**src/rtl/ntt_pkg.sv**
```systemverilog
// Shared types, sizes and schedule helpers for the NTT/INTT control sequencer.
package ntt_pkg;

    localparam int unsigned N                = 256;
    localparam int unsigned ADDR_W           = 8;
    localparam int unsigned TW_W             = 8;
    localparam int unsigned PAIR_W           = ADDR_W - 1;
    localparam int unsigned LAYER_W          = 3;
    localparam int unsigned KYBER_LAYERS     = 7;
    localparam int unsigned DILITHIUM_LAYERS = 8;

    typedef logic [ADDR_W-1:0]  addr_t;
    typedef logic [TW_W-1:0]    tw_addr_t;
    typedef logic [PAIR_W-1:0]  pair_t;
    typedef logic [LAYER_W-1:0] layer_t;

    typedef enum logic [1:0] {IDLE, ISSUE, DRAIN, DONE} state_t;

    typedef struct packed {
        logic  valid;
        addr_t addr_a;
        addr_t addr_b;
    } wb_t;

    // log2 of the butterfly span for a layer
    function automatic logic [2:0] layer_lg(input layer_t layer, input logic red, input logic inv);
        if (inv) return layer + 3'(red);
        return 3'd7 - layer;
    endfunction

    // Coefficient a of pair p: the pair index with a zero bit inserted at position lg
    function automatic addr_t pair_addr_a(input pair_t p, input logic [2:0] lg);
        addr_t pe;
        addr_t lo_mask;
        pe      = addr_t'(p);
        lo_mask = (addr_t'(1) << lg) - addr_t'(1);
        return ((pe & ~lo_mask) << 1) | (pe & lo_mask);
    endfunction

    // True on the last pair of a group, where the twiddle index advances
    function automatic logic group_end(input pair_t p, input logic [2:0] lg);
        pair_t mask;
        mask = pair_t'((addr_t'(1) << lg) - addr_t'(1));
        return (p & mask) == mask;
    endfunction

endpackage

```
**src/rtl/ntt_wb_delay.sv**
```systemverilog
// Fixed-depth delay line turning issued pair reads into their write-backs.
module ntt_wb_delay
    import ntt_pkg::*;
#(
    parameter int unsigned LAT = 2
) (
    input  logic clk_i,
    input  logic rst_n_i,
    input  wb_t  wb_i,
    output wb_t  wb_o
);

    wb_t pipe_q [LAT];

    always_ff @(posedge clk_i) begin
        if (!rst_n_i) begin
            for (int i = 0; i < int'(LAT); i++) pipe_q[i] <= '0;
        end else begin
            pipe_q[0] <= wb_i;
            for (int i = 1; i < int'(LAT); i++) pipe_q[i] <= pipe_q[i-1];
        end
    end

    assign wb_o = pipe_q[LAT-1];

endmodule

```
**src/rtl/ntt_sequencer.sv**
```systemverilog
// Layer-by-layer pair/twiddle sequencer for the in-place Kyber/Dilithium NTT butterfly.
module ntt_sequencer
    import ntt_pkg::*;
#(
    parameter int unsigned PIPE_LAT = 2
) (
    input  logic             clk_i,
    input  logic             rst_n_i,
    input  logic             start_i,
    input  logic             sel_red_i,
    input  logic             inverse_i,
    output logic             busy_o,
    output logic             done_o,
    output logic             rd_en_o,
    output logic [ADDR_W-1:0] rd_addr_a_o,
    output logic [ADDR_W-1:0] rd_addr_b_o,
    output logic [TW_W-1:0]   tw_addr_o,
    output logic             sel_red_o,
    output logic             sel_butterfly_o,
    output logic             wr_en_o,
    output logic [ADDR_W-1:0] wr_addr_a_o,
    output logic [ADDR_W-1:0] wr_addr_b_o
);

    localparam int unsigned DRAIN_W = (PIPE_LAT > 1) ? $clog2(PIPE_LAT) : 1;

    state_t               state_q, state_d;
    pair_t                pair_q, pair_d;
    layer_t               layer_q, layer_d;
    tw_addr_t             k_q, k_d;
    logic [DRAIN_W-1:0]   drain_q, drain_d;
    logic                 red_q, red_d, inv_q, inv_d;
    logic                 busy_q, busy_d, done_q, done_d, rd_en_q, rd_en_d;
    addr_t                rd_a_q, rd_a_d, rd_b_q, rd_b_d;
    tw_addr_t             tw_q, tw_d;
    logic [2:0]           lg_cur, lg_nxt;
    layer_t               last_layer;
    wb_t                  wb_in, wb_out;

    always_ff @(posedge clk_i) begin
        if (!rst_n_i) begin
            state_q <= IDLE;
            pair_q  <= '0;
            layer_q <= '0;
            k_q     <= '0;
            drain_q <= '0;
            red_q   <= 1'b0;
            inv_q   <= 1'b0;
            busy_q  <= 1'b0;
            done_q  <= 1'b0;
            rd_en_q <= 1'b0;
            rd_a_q  <= '0;
            rd_b_q  <= '0;
            tw_q    <= '0;
        end else begin
            state_q <= state_d;
            pair_q  <= pair_d;
            layer_q <= layer_d;
            k_q     <= k_d;
            drain_q <= drain_d;
            red_q   <= red_d;
            inv_q   <= inv_d;
            busy_q  <= busy_d;
            done_q  <= done_d;
            rd_en_q <= rd_en_d;
            rd_a_q  <= rd_a_d;
            rd_b_q  <= rd_b_d;
            tw_q    <= tw_d;
        end
    end

    // Next state, schedule counters, and registered outputs derived from the next state
    always_comb begin
        state_d    = state_q;
        pair_d     = pair_q;
        layer_d    = layer_q;
        k_d        = k_q;
        drain_d    = drain_q;
        red_d      = red_q;
        inv_d      = inv_q;
        lg_cur     = layer_lg(layer_q, red_q, inv_q);
        last_layer = red_q ? layer_t'(KYBER_LAYERS - 1) : layer_t'(DILITHIUM_LAYERS - 1);

        case (state_q)
            IDLE: begin
                if (start_i) begin
                    state_d = ISSUE;
                    red_d   = sel_red_i;
                    inv_d   = inverse_i;
                    pair_d  = '0;
                    layer_d = '0;
                    drain_d = '0;
                    k_d     = inverse_i ? (sel_red_i ? tw_addr_t'(127) : tw_addr_t'(255))
                                        : tw_addr_t'(1);
                end
            end
            ISSUE: begin
                pair_d = pair_q + pair_t'(1);
                if (group_end(pair_q, lg_cur) && !((pair_q == '1) && (layer_q == last_layer)))
                    k_d = inv_q ? (k_q - tw_addr_t'(1)) : (k_q + tw_addr_t'(1));
                if (pair_q == '1) begin
                    state_d = DRAIN;
                    drain_d = '0;
                end
            end
            DRAIN: begin
                if (drain_q == DRAIN_W'(PIPE_LAT - 1)) begin
                    if (layer_q == last_layer) begin
                        state_d = DONE;
                    end else begin
                        state_d = ISSUE;
                        layer_d = layer_q + layer_t'(1);
                    end
                end else begin
                    drain_d = drain_q + DRAIN_W'(1);
                end
            end
            DONE:    state_d = IDLE;
            default: state_d = IDLE;
        endcase

        lg_nxt  = layer_lg(layer_d, red_d, inv_d);
        rd_en_d = (state_d == ISSUE);
        rd_a_d  = rd_en_d ? pair_addr_a(pair_d, lg_nxt) : '0;
        rd_b_d  = rd_en_d ? (rd_a_d | (addr_t'(1) << lg_nxt)) : '0;
        tw_d    = rd_en_d ? k_d : '0;
        busy_d  = (state_d == ISSUE) || (state_d == DRAIN);
        done_d  = (state_d == DONE);
    end

    assign wb_in.valid  = rd_en_q;
    assign wb_in.addr_a = rd_a_q;
    assign wb_in.addr_b = rd_b_q;

    ntt_wb_delay #(.LAT(PIPE_LAT)) u_wb_delay (
        .clk_i   (clk_i),
        .rst_n_i (rst_n_i),
        .wb_i    (wb_in),
        .wb_o    (wb_out)
    );

    assign busy_o          = busy_q;
    assign done_o          = done_q;
    assign rd_en_o         = rd_en_q;
    assign rd_addr_a_o     = rd_a_q;
    assign rd_addr_b_o     = rd_b_q;
    assign tw_addr_o       = tw_q;
    assign sel_red_o       = red_q;
    assign sel_butterfly_o = inv_q;
    assign wr_en_o         = wb_out.valid;
    assign wr_addr_a_o     = wb_out.addr_a;
    assign wr_addr_b_o     = wb_out.addr_b;

endmodule

```
**config.mk**
```make
export PLATFORM = sky130hd
export DESIGN_NAME = ntt_sequencer
export DESIGN_NICKNAME = d
export VERILOG_FILES = /design/src/rtl/ntt_pkg.sv /design/src/rtl/ntt_wb_delay.sv /design/src/rtl/ntt_sequencer.sv
export SDC_FILE = /design/constraint.sdc
export NUM_CORES = 1
export LEC_CHECK = 0
export ABC_CLOCK_PERIOD_IN_PS = 5940
export CAP_MARGIN = 10
export CORE_UTILIZATION = 45
export DETAILED_ROUTE_END_ITERATION = 6
export PLACE_DENSITY = 0.67
export SYNTH_ARGS = -nofsm -noshare
export SYNTH_HDL_FRONTEND = slang
export SYNTH_SLANG_ARGS = --single-unit
```
**constraint.sdc**
```tcl
create_clock -name clk_i -period 5.94 [get_ports clk_i]
set_input_delay 1.188 -clock clk_i [delete_from_list [all_inputs] [get_ports clk_i]]
set_output_delay 1.188 -clock clk_i [all_outputs]
set_load 0.01 [all_outputs]
```
==> results of run 1 <==
flip-flops by register name, summed over array words and instances, names as in the netlist:
| name | flops |
|---|---|
| u_wb_delay.pipe_q | 34 |
| k_q | 8 |
| rd_addr_a_o | 8 |
| rd_addr_b_o | 8 |
| tw_addr_o | 8 |
| pair_q | 7 |
| layer_q | 3 |
| state_q | 2 |
| busy_o | 1 |
| done_o | 1 |
| drain_q | 1 |
| rd_en_o | 1 |
| sel_butterfly_o | 1 |
| sel_red_o | 1 |
per-stage QoR:
step | cells | total power [mW] | setup slack (ns) | cell area [um^2]
floorplan | 474 | 0.7068 | 2.119 | 4156
global placement | 595 | 0.7564 | 1.210 | 4591
detailed placement | 595 | 0.7579 | 1.073 | 4591
CTS | 611 | 1.264 | 1.458 | 4842
global route | 611 | 1.307 | 1.187 | 4842
finish | 611 | 1.255 | 1.427 | 4842
synthesized netlist by cell type, types with 5 or more instances:
cell type | n | share of area (%)
o211ai_1 | 9 | 1.6
inv_1 | 18 | 1.6
and3_1 | 5 | 0.75
nor2b_1 | 14 | 2.1
nand2_1 | 44 | 4.0
buf_4 | 16 | 2.9
mux2i_1 | 7 | 1.7
a21oi_1 | 23 | 2.8
a21boi_0 | 6 | 1.1
nor2_1 | 28 | 2.5
buf_2 | 5 | 0.60
ha_1 | 16 | 4.8
o21a_1 | 5 | 0.90
and2_1 | 49 | 7.4
nand3_1 | 15 | 1.8
dfxtp_1 | 84 | 40
xnor2_1 | 10 | 2.1
clkbuf_1 | 17 | 1.5
nor3_1 | 8 | 0.96
o21ai_0 | 15 | 1.8
nand4_1 | 7 | 1.1
routing by layer:
metal  GRT usage (%)  vias to the layer above  wire length (um)
met1           27.37                     1618              4552
li1                -                     1689                 -
met4           8.508                        0               193
met5               0                        -                 0
met2           36.78                      115              4712
met3           4.653                       16               529
path summary, 6_finish.rpt:
kind                                                from  cells after the start  slack (ns)                        to
worst max-delay path                             start_i                     15        1.43            rd_addr_b_o[5]
worst min-delay path            u_wb_delay.pipe_q[0][10]                      1        0.44  u_wb_delay.pipe_q[0][27]
worst max register to register                state_q[1]                     14        2.11            rd_addr_b_o[5]
worst min register to register  u_wb_delay.pipe_q[0][10]                      1        0.44  u_wb_delay.pipe_q[0][27]
final cells by class:
cell class,instances,area [um^2],share of cell area [%]
clock buffers,9,123.9,2.558
flip-flops and latches,84,1682,34.73
clock inverters,7,127.6,2.636
multi-input cells,334,2198,45.40
inverters,18,67.56,1.395
well taps,108,135.1,2.791
repair buffers,51,508.0,10.49
worst max-delay path, delay by kind of cell:
kind | cells | cell delay, ns
AND/OR/NAND/NOR | 6 | 0.97
AO/OA/AOI/OAI | 3 | 0.64
multiplexers | 1 | 0.22
adder cells (fa/ha/maj) | 3 | 0.85
buffers and inverters | 2 | 0.84
power breakdown:
part           internal [mW]  switching, mW  total (mW)  leakage (nW)
logic                 0.0610         0.0906       0.152          1.01
registers              0.579         0.0158       0.595         0.681
clock network          0.287          0.222       0.509         0.127
total                  0.927          0.329        1.26          1.82
kinds of logic after synthesis:
| kind of cell | Yosys count |
|---|---|
| AO/OA/AOI/OAI | 107 |
| XOR/XNOR | 12 |
| adder cells (fa/ha/maj) | 17 |
| buffers and inverters | 56 |
| flip-flops | 84 |
| multiplexers | 8 |
| AND/OR/NAND/NOR | 190 |
==> results.cfg, run 1 <==
[cts]
path_clk_slew_ns = 0.09
cts_tree = done
clk_latency_ns = 0.36
cts_hold_repair.buffers = 0
cts_made_buffers = 9
cts.htree.levels = 3
clk_path_buf_depth = 2
postCtsSetupRepairBufs = 0
clock-sinks = 84
cts-resized-gates = 0
cts-root-buf = clkbuf_8

[logic_synthesis]
synth_cells = 474
syn_nets = 496
ys_ff_latch = 84
synth_mux_area_share_pct = 2.017
synth_edf_count = 0
yosysWarnings = 0
yosys_most_used_dff = dfxtp_1
synth_area_per_cell_um2 = 8.769
synth_top_family_by_area = simple AND/OR/NAND/NOR gates
synthAdderAreaFrac_pct = 5.298
synth_compound_area_share_pct = 18.21
synth_area_um2 = 4156
yosysSeqAreaShare_pct = 40.46
synth_cell_types = 64
synth-async-reset-ratio_pct = 0
synth-xor-area-share_pct = 3.161
synth-simple-area-share_pct = 24.20

[run_status]
status = complete, but fails checks
violations = DRC

[drt]
via_count = 3438
dr.pass1.iters = 7
drtAntennaViolNets = 0
initialDrtViolationCount = 191
wl_per_cell_um = 16.35
routed_wl_um = 9988
drc = 6
viasPerCell = 5.627

[timing]
timing.hold.ws_ns = 0.4368
min_period_ns = 4.513
final_hold_viol_count = 0
skew_ns = 0.006806
finalMaxSlewViolations = 0
worst_pin_slew_ns = 0.9224
finalCritPeriodShare_pct = 75.98
report.final.setup_viol = 0
fmax_mhz = 221.6
rsz0062_at_grt = no
maxSlewHeadroom_pct = 38.38
setup_tns_ns = 0

[worst_setup_path]
arrival_ns = 4.72
cp-start-kind = primary input
slowest_stage = clkdlybuf4s50_1
worstPathRequired_ns = 6.15
max_stage_delay_ns = 0.61
crit_chain = clkdlybuf4s50_1, or3b_1, nand2_1, nand2_1, ha_1, ha_1, nand2_1, mux2i_1, o21bai_1, nor2_1, nand2_1, ha_1, inv_1, o221ai_1, a21oi_1
worstSetupPathType = in2reg
cp-end-kind = flop
worstPathMaxFanout = 10
path_common_cell = nand2_1

[placement]
place_congestion = 0.8882
dp_hpwl_um = 7113
portBuffers = 50

[die]
core_area_um2 = 8848
dieHeight_um = 98.11
start_util_pct = 46.97
dieArea_um2 = 9625
die_w_um = 98.11
rows = 34
ios = 51

[layout]
final_nets = 520
final_common_cell = dfxtp_1
final_cell_mix = dfxtp_1 (84), clkdlybuf4s50_1 (50), and2_1 (49)
final_util_pct = 54.72
area_growth_pct = 16.50
num-fill-cells = 800
layout-drive-gt1-share_pct = 5.765
diodes = 0

[grt]
overflow = 0
grt_antenna_before_repair = 0
grt_pass1_vias = 3311
track_usage_pct = 21.87
grt_max_degree = 63
grt_pass1_wl_um = 16520

[min_path]
hp-class = reg2reg

[power_and_ir_drop]
cellLeakagePower_nw = 1.820
peakVddDrop_uv = 123.6
cellPowerDensity_nw_per_um2 = 259.3

[job]
max_cap_violations = 0
(Power assumes the default switching activity.)
==> run 2: changes to the inputs <==
--- a/config.mk
+++ b/config.mk
@@ -5,11 +5,11 @@
 export SDC_FILE = /design/constraint.sdc
 export NUM_CORES = 1
 export LEC_CHECK = 0
-export ABC_CLOCK_PERIOD_IN_PS = 5940
+export ABC_CLOCK_PERIOD_IN_PS = 4100
 export CAP_MARGIN = 10
 export CORE_UTILIZATION = 45
 export DETAILED_ROUTE_END_ITERATION = 6
-export PLACE_DENSITY = 0.67
+export PLACE_DENSITY = 0.69
 export SYNTH_ARGS = -nofsm -noshare
 export SYNTH_HDL_FRONTEND = slang
 export SYNTH_SLANG_ARGS = --single-unit
==> constraint.sdc (replaced) <==
create_clock -name clk_i -period 4.1 [get_ports clk_i]
set_input_delay 0.82 -clock clk_i [delete_from_list [all_inputs] [get_ports clk_i]]
set_output_delay 0.82 -clock clk_i [all_outputs]
set_load 0.01 [all_outputs]
==> run 2 against run 1 <==
Against the previous run: the run still ends with DRC left; combinational power up 59%; clock skew up 0.0016 ns; non-clock buffer count increased by 16; via count increased by 1.9%; first-iteration DRC count is 18% lower; clock power up 19%; worst setup slack worse by 0.81 ns; total power is 36% higher; sequential power up 44%; core utilization grew 0.88 points; sequential share of layout area decreased by 0.55 points; critical endpoint is now rd_addr_a_o[5]; largest cell class unchanged.
==> results.cfg, run 2 (synthesis gave the netlist of run 1 again) <==
[worst_setup_path]
worstPathRequired_ns = 4.39
worstPathMaxFanout = 6
cp-start-kind = flop
cp-end-kind = flop
arrival_ns = 3.76
rr_worst_depth = 14
worstSetupPathType = reg2reg

[layout]
area_growth_pct = 18.36
stdcell_area_um2 = 4920
final_common_cell = dfxtp_1
largest_reg_flops = 34
final_util_pct = 55.60
layout-drive-gt1-share_pct = 8.671
diodes = 0
top_register = u_wb_delay.pipe_q
final_cell_mix = dfxtp_1 (84), clkdlybuf4s50_1 (50), and2_1 (49)
final_nets = 536
final_cells = 627

[cts]
clk_path_buf_depth = 2
cts_made_buffers = 9
postCtsSetupRepairBufs = 0
path_clk_slew_ns = 0.09
clock-sinks = 84
cts.htree.levels = 3
cts-resized-gates = 0
cts_tree = done
clk_latency_ns = 0.35
cts-root-buf = clkbuf_8
cts_hold_repair.buffers = 0

[job]
max_cap_violations = 0

[drt]
drc = 2
viasPerCell = 5.587
drtAntennaViolNets = 0
routed_wl_um = 10190
routed-wl-met2_um = 4899
wl_per_cell_um = 16.24
dr.pass1.iters = 6
wl_met3_um = 564
wl_met1_um = 4510
routed.top_layer = met4
initialDrtViolationCount = 156
via_count = 3503

[die]
die_w_um = 98.11
start_util_pct = 46.97
ios = 51
core_area_um2 = 8848
rows = 34
dieArea_um2 = 9625
dieHeight_um = 98.11

[timing]
maxSlewHeadroom_pct = 49.06
setup_ws_ns = 0.6217
setup_tns_ns = 0
rsz0062_at_grt = no
final_hold_viol_count = 0
skew_ns = 0.008452
finalCritPeriodShare_pct = 84.84
report.final.setup_viol = 0
finalMaxSlewViolations = 0
timing.hold.ws_ns = 0.4390
min_period_ns = 3.478
fmax_mhz = 287.5
worst_pin_slew_ns = 0.7522

[run_status]
status = complete, but fails checks
violations = DRC

[min_path]
hp-class = reg2reg
holdPathStages = 1

[placement]
portBuffers = 50
dpl.cell_count = 611
place_ws_ns = 0.2831
place_congestion = 0.9324
post_dp_cell_area_um2 = 4711
dp_hpwl_um = 7502

[power_and_ir_drop]
finalPower_mw = 1.704
cellPowerDensity_nw_per_um2 = 346.4
peakVddDrop_uv = 244.6
cellLeakagePower_nw = 1.872

[grt]
track_usage_pct = 22.35
grt_max_degree = 63
grt_antenna_before_repair = 0
overflow = 0
grt_pass1_vias = 3373
grt_pass1_wl_um = 16920
[run 2: cell types whose count changed in the layout (fill, tap and decap cells not counted), sizes merged]
cell / change
buf: +16
bufinv: -2
clkinv: +3
clkinvlp: +1
inv: -2
[run 2: area by class of cell]
type                    instances  area [um^2]
inverters                      18        67.56
well taps                     108        135.1
fillers                       823         3929
flip-flops and latches         84         1682
clock inverters                 7        85.08
repair buffers                 67        628.1
clock buffers                   9        123.9
multi-input cells             334         2198
[run 2: per-layer routing]
metal	global-route usage, %	vias to the layer above
met1	27.18	1650
met2	38.35	116
li1	-	1719
met3	5.512	18
met5	0	-
met4	7.809	0
[run 2: where the power goes]
group | leakage, nW | internal [mW] | switching [mW] | total [mW]
Sequential | 0.681 | 0.839 | 0.0163 | 0.855
Clock | 0.103 | 0.291 | 0.317 | 0.608
Combinational | 1.09 | 0.102 | 0.140 | 0.242
[run 2: final timing paths]
check	from	end	slack, ns
worst max-delay path	layer_q[0]	rd_addr_a_o[5]	0.62
worst min-delay path	u_wb_delay.pipe_q[0][15]	u_wb_delay.pipe_q[0][32]	0.44
worst max register to register	layer_q[0]	rd_addr_a_o[5]	0.62
worst min register to register	u_wb_delay.pipe_q[0][15]	u_wb_delay.pipe_q[0][32]	0.44
[run 2: worst max-delay path, cell delays in order, from the launching register on]
cell      delay (ns)
dfxtp_1         0.46
ha_1            0.30
and3_1          0.22
o311ai_1        0.45
nand2_1         0.18
ha_1            0.34
nand2_1         0.07
mux2i_1         0.09
o21bai_1        0.18
nor2_1          0.17
nand2_1         0.08
ha_1            0.29
inv_1           0.23
o221ai_1        0.16
a21oi_1         0.20
